## src/rtl/lpt_seq_datapath_if.sv

```systemverilog
// Handshake/bus bundle for lpt_seq_datapath.
// master: start/op/rd/rs/rt/in out, busy/done/flags/out in; slave is the mirror.
interface lpt_seq_datapath_if #(
   parameter int W    = 8,
   parameter int NREG = 4
);
   localparam int RA = $clog2(NREG);

   logic          start;
   logic [2:0]    op;
   logic [RA-1:0] rd;
   logic [RA-1:0] rs;
   logic [RA-1:0] rt;
   logic [W-1:0]  in;
   logic          busy;
   logic          done;
   logic [2:0]    flags;
   logic [W-1:0]  out;

   modport master (
      output start, op, rd, rs, rt, in,
      input  busy, done, flags, out
   );

   modport slave (
      input  start, op, rd, rs, rt, in,
      output busy, done, flags, out
   );
endinterface

```

## src/rtl/lpt_seq_datapath.sv

```systemverilog
// Sequenced register-file / tmp / ALU datapath: one start runs Rd = op(Rs, Rt).
// Ports: clk, reset (sync active-high), bus (slave: command in; busy/done/flags/out).
module lpt_seq_datapath #(
   parameter int W    = 8,
   parameter int NREG = 4
) (
   input logic                clk,
   input logic                reset,
   lpt_seq_datapath_if.slave  bus
);
   localparam int RA = $clog2(NREG);

   localparam logic [2:0] OP_XOR  = 3'b000;
   localparam logic [2:0] OP_AND  = 3'b001;
   localparam logic [2:0] OP_SHL  = 3'b010;
   localparam logic [2:0] OP_PASS = 3'b011;
   localparam logic [2:0] OP_ADD  = 3'b100;
   localparam logic [2:0] OP_SUB  = 3'b101;
   localparam logic [2:0] OP_LDI  = 3'b110;
   localparam logic [2:0] OP_SHR  = 3'b111;

   typedef enum logic [1:0] {
      IDLE,
      LOADA,
      EXEC,
      WRITE
   } state_t;

   typedef struct packed {
      logic [2:0]    op;
      logic [RA-1:0] rd;
      logic [RA-1:0] rs;
      logic [RA-1:0] rt;
      logic [W-1:0]  imm;
   } cmd_t;

   state_t       state;
   state_t       nxt;
   cmd_t         cmd;
   logic [W-1:0] regs [NREG];
   logic [W-1:0] tmp;
   logic [W-1:0] res;
   logic [W-1:0] out_q;
   logic [2:0]   flags_q;
   logic         done_q;

   logic [W-1:0] a;
   logic [W-1:0] b;
   logic [W-1:0] alu_res;
   logic         alu_v;

   always_ff @(posedge clk) begin
      if (reset) begin
         state <= IDLE;
      end else begin
         state <= nxt;
      end
   end

   always_comb begin
      nxt = state;
      unique case (state)
         IDLE:  if (bus.start) nxt = LOADA;
         LOADA: nxt = EXEC;
         EXEC:  nxt = WRITE;
         WRITE: nxt = IDLE;
      endcase
   end

   // B is read straight from the file at the EXEC edge, so an Rd that
   // aliases Rt still supplies its pre-write value.
   assign a = tmp;
   assign b = regs[cmd.rt];

   always_comb begin
      alu_res = '0;
      alu_v   = 1'b0;
      unique case (cmd.op)
         OP_XOR:  alu_res = a ^ b;
         OP_AND:  alu_res = a & b;
         OP_SHL:  alu_res = {a[W-2:0], 1'b0};
         OP_PASS: alu_res = b;
         OP_ADD: begin
            alu_res = a + b;
            alu_v   = (a[W-1] == b[W-1]) && (alu_res[W-1] != a[W-1]);
         end
         OP_SUB: begin
            alu_res = a - b;
            alu_v   = (a[W-1] != b[W-1]) && (alu_res[W-1] != a[W-1]);
         end
         OP_LDI:  alu_res = cmd.imm;
         OP_SHR:  alu_res = {1'b0, a[W-1:1]};
      endcase
   end

   always_ff @(posedge clk) begin
      if (reset) begin
         for (int i = 0; i < NREG; i++) regs[i] <= '0;
         tmp     <= '0;
         res     <= '0;
         out_q   <= '0;
         flags_q <= '0;
         done_q  <= 1'b0;
         cmd     <= '0;
      end else begin
         done_q <= (state == WRITE);
         out_q  <= regs[0];
         unique case (state)
            IDLE: begin
               if (bus.start) begin
                  cmd.op  <= bus.op;
                  cmd.rd  <= bus.rd;
                  cmd.rs  <= bus.rs;
                  cmd.rt  <= bus.rt;
                  cmd.imm <= bus.in;
               end
            end
            LOADA: tmp <= regs[cmd.rs];
            EXEC: begin
               res     <= alu_res;
               flags_q <= {alu_res == '0, alu_res[W-1], alu_v};
            end
            WRITE: regs[cmd.rd] <= res;
         endcase
      end
   end

   assign bus.busy  = (state != IDLE);
   assign bus.done  = done_q;
   assign bus.flags = flags_q;
   assign bus.out   = out_q;
endmodule

```

## src/flat_wrapper.sv

```systemverilog
// flat-port wrapper written by rule: the top's interface ports become plain ports
module lpt_seq_datapath_flat 
#(
   parameter int W    = 8,
   parameter int NREG = 4
)
  (clk, reset, bus_start, bus_op, bus_rd, bus_rs, bus_rt, bus_in, bus_busy, bus_done, bus_flags, bus_out);
  lpt_seq_datapath_if #(.W(W), .NREG(NREG)) bus_i ();
  input logic clk;
  input logic reset;
  input wire logic [$bits(bus_i.start)-1:0] bus_start;
  input wire logic [$bits(bus_i.op)-1:0] bus_op;
  input wire logic [$bits(bus_i.rd)-1:0] bus_rd;
  input wire logic [$bits(bus_i.rs)-1:0] bus_rs;
  input wire logic [$bits(bus_i.rt)-1:0] bus_rt;
  input wire logic [$bits(bus_i.in)-1:0] bus_in;
  output wire logic [$bits(bus_i.busy)-1:0] bus_busy;
  output wire logic [$bits(bus_i.done)-1:0] bus_done;
  output wire logic [$bits(bus_i.flags)-1:0] bus_flags;
  output wire logic [$bits(bus_i.out)-1:0] bus_out;
  assign bus_i.start = bus_start;
  assign bus_i.op = bus_op;
  assign bus_i.rd = bus_rd;
  assign bus_i.rs = bus_rs;
  assign bus_i.rt = bus_rt;
  assign bus_i.in = bus_in;
  assign bus_busy = bus_i.busy;
  assign bus_done = bus_i.done;
  assign bus_flags = bus_i.flags;
  assign bus_out = bus_i.out;
  lpt_seq_datapath #(.W(W), .NREG(NREG)) u_core (.clk(clk), .reset(reset), .bus(bus_i));
endmodule
```

## config.mk

```make
export PLATFORM = sky130hd
export DESIGN_NAME = lpt_seq_datapath_flat
export DESIGN_NICKNAME = d
export VERILOG_FILES = /design/src/rtl/lpt_seq_datapath_if.sv /design/src/rtl/lpt_seq_datapath.sv /design/src/flat_wrapper.sv
export SDC_FILE = /design/constraint.sdc
export NUM_CORES = 1
export LEC_CHECK = 0
export CAP_MARGIN = 10
export CORE_UTILIZATION = 30
export CTS_BUF_LIST = sky130_fd_sc_hd__clkbuf_16
export CTS_CLUSTER_DIAMETER = 40
export DETAILED_ROUTE_END_ITERATION = 10
export PLACE_DENSITY = 0.55
export SETUP_SLACK_MARGIN = 0.05
export SLEW_MARGIN = 20
export SYNTH_ARGS = -nofsm -noshare
export SYNTH_HDL_FRONTEND = slang
export SYNTH_SLANG_ARGS = --single-unit
```

## constraint.sdc

```tcl
create_clock -name clk -period 3.9 [get_ports clk]
set_input_delay 1.17 -clock clk [delete_from_list [all_inputs] [get_ports clk]]
set_output_delay 1.17 -clock clk [all_outputs]
set_load 0.01 [all_outputs]
```

==> results by group <==
STA
  • Slew of the pin with the lowest slew margin: 751 ps
  • Fmax: 278 MHz
  • Worst slew margin: 49.6%
  • Final setup fails: 0
  • PnR worst setup slack: 308 ps
  • Post-Route Setup TNS: 0 ps
  • Max-slew violation total from the final report: 0
  • Tcrit/Tclk final: 92.1%
  • Final worst clock skew: 7.38 ps
  • Tmin final: 3590 ps
  • RSZ-0062 raised after global routing: false
  • Final hold vios: 0

Floorplan
  • Initial Utilization: 31.0%
  • IO Pins: 33
  • Die ar.: 0.0156 mm2
  • Cell Rows: 44
  • Die Span Y: 125 um
  • Die X: 125 um
  • Core Box Area: 0.0146 mm2

Route
  • Post-route ant nets: 0
  • Overall via count from detail_route: 3427
  • DRC Markers: 0
  • DRT iter0 DRCs: 206
  • Routed WL: 12.0 mm
  • WL per Instance: 17.9 um
  • Via density per instance: 5.12
  • Initial DRT Pass Iterations: 5

Placed design
  • PortBufs: 32
  • Placed insts: 653
  • Post-DP HPWL: 9.02 mm
  • Area after DPL: 0.00502 mm2
  • Pre-CTS WS: 222 ps
  • GPL Wtd Cong: 0.927

CTS
  • H-tree depth: 3
  • Hold buffers post-CTS: 0
  • Root buffer cell: clkbuf_16
  • CTS Buffer Depth: 2
  • CTS tree: done
  • CTS Buf Count: 9
  • Total clock sinks: 80
  • Clk pin slew, worst setup/hold paths: 60 ps
  • Post-CTS Setup Repair Bufs: 0
  • Worst skew pair latency: 340 ps

Synth
  • Synth unique cells: 57
  • Post-Syn Nets: 499
  • Synth Flop Type: dfxtp_1
  • Yosys top cell by area: dfxtp_1
  • Syn Area/Cell: 9.95 um2
  • Yosys warns: 0
  • Ranking of synthesized cells by area: dfxtp_1 21%, edfxtp_1 21%, mux4_2 6.5%, ha_1 6.4%, mux2i_1 5.3%
  • Top-count cell post-synth: nand2_1
  • Synth top area share: 21.3%
  • Mapped cell area: 0.00452 mm2
  • Synth async-reset ratio: 0%
  • EDFF count, synth: 32
  • Seq/Total Area, Yosys: 42.5%
  • Post-Synthesis Cells: 454
  • Synth Register Bits: 80
  • Commonest cells post-synth: 49 x nand2_1, 48 x dfxtp_1, 41 x nor2_1, 34 x and2_1, 32 x edfxtp_1

Layout
  • Diodes inserted: 0
  • Layout cell share with drive strength beyond 1: 11.8%
  • Post-Layout Cell Count: 669
  • P&R area growth vs syn: 17.6%
  • Fin nets: 525
  • Design Area, Final: 0.00531 mm2

Critical path
  • CP max FO: 4
  • WP data arrival: 3850 ps
  • CP Capture Type: flop
  • Worst EP required: 4160 ps
  • CP startpoint kind: flop
  • Crit Path Category: flop to flop

Power and ir drop
  • Cell Int Power: 0.00190 W
  • Switching Power: 0.00106 W
  • Logic pwr share: 34.4%
  • Clock share of power: 28.7%
  • Switch share: 35.9%
  • Total power after layout: 0.00296 W
  • Flop pwr share: 36.9%
  • Leak: 1.99 nW
  • Peak supply drop: 0.388 mV
  • Pwr per Cell Area: 557 mW/mm2

Flow run
  • Max-cap violations: 0

Global routing
  • Initial antenna violation count: 0
  • Largest net degree at the start of global routing: 51
  • Grt ovf: 0
  • First-pass GRT wire length: 19.2 mm
  • All-Layer GR Usage: 16.1%
  • Vias in the first global route: 3400

Worst hold path
  • Worst min-delay path category: flop to flop

Run status
  • Status: completed
logic make-up after synthesis:
| kind of cell | Yosys count | share of synthesized area, % |
|---|---|---|
| AND/OR/NAND/NOR | 167 | 18.0 |
| AO/OA/AOI/OAI | 87 | 13.3 |
| flip-flops | 80 | 42.5 |
| buffers and inverters | 47 | 4.35 |
| multiplexers | 42 | 13.4 |
| adder cells (fa/ha/maj) | 25 | 7.26 |
| XOR/XNOR | 6 | 1.16 |
through the flow:
step	hold slack, ps	utilization (%)
2_1_floorplan	432	-
3_3_place_gp	448	34.4
3_5_place_dp	453	34.4
4_1_cts	461	36.4
5_1_grt	489	36.4
6_report	459	36.4
state kept, by name, summed over array words and instances, names as in the netlist, named ones only:
name,flops
u_core.a,8
u_core.bus.done,1
u_core.bus.flags,3
u_core.bus.out,8
u_core.cmd,17
u_core.regs,32
u_core.res,7
u_core.state,2
timing repair:
action	in CTS	in global routing
setup endpoints to repair	0	1
resized for setup	0	1
endpoints found under the hold margin	0	0
critical path, cell delays in order (launching register included):
cell	delay, ps
dfxtp_1	360
mux4_2	570
ha_1	290
fa_1	430
or2_2	300
a211oi_1	250
a311oi_1	80
a211oi_1	420
nand3_1	130
or4_1	430
o32ai_2	250
placed cells by master, fill, tap and decap left out, drive strengths merged, types with 4 or more instances in the layout:
cell type / Yosys / routed
inv: 20 / 22
mux2i: 24 / 24
o21ai: 11 / 11
a31oi: 4 / 4
nor2: 41 / 41
a211oi: 9 / 9
ha: 23 / 23
clkdlybuf4s50: 0 / 31
nand2: 49 / 49
and2: 34 / 34
a221oi: 5 / 5
buf: 10 / 11
a21oi: 29 / 29
mux2: 4 / 4
mux4: 14 / 14
or2: 5 / 5
nor2b: 13 / 13
nor3: 11 / 11
clkbuf: 17 / 9
dfxtp: 48 / 48
edfxtp: 32 / 32
cell type report:
cell class | count | area [um2]
Fill cell | 1431 | 9280
Clock buffer | 9 | 225
Inverter | 20 | 75.1
Sequential cell | 80 | 1920
Multi-Input combinational cell | 327 | 2400
Tap cell | 184 | 230
Timing Repair Buffer | 42 | 390
Clock inverter | 7 | 71.3
worst paths after layout:
check,start,to,slack [ps],cells after the start
setup / recovery,flop,u_core.bus.flags[2]$_SDFFE_PP0P_,310,10
setup reg to reg,flop,u_core.bus.flags[2]$_SDFFE_PP0P_,310,10
hold reg to reg,u_core.cmd[5]$_SDFFE_PP0P_,u_core.cmd[5]$_SDFFE_PP0P_,460,2
hold / removal,u_core.cmd[5]$_SDFFE_PP0P_,u_core.cmd[5]$_SDFFE_PP0P_,460,2
power groups by stage:
stage	Clock [W]	Sequential, W	Combinational (W)
2_1_floorplan	0	0.00104	0.000770
3_3_place_gp	0	0.00111	0.000991
3_5_place_dp	0	0.00111	0.00101
4_1_cts	0.000865	0.00110	0.00101
5_1_grt	0.000908	0.00111	0.00111
6_report	0.000849	0.00109	0.00102
routing by layer:
metal  global-route usage, %  vias up  share of wire [%]
li1                        -     1670                  -
met1                    20.5     1638                 44
met2                    26.9      102                 49
met3                    2.32       17                4.7
met4                    7.02        0                2.1
met5                       0        -                  0
Power figures use the tool's default switching activity.
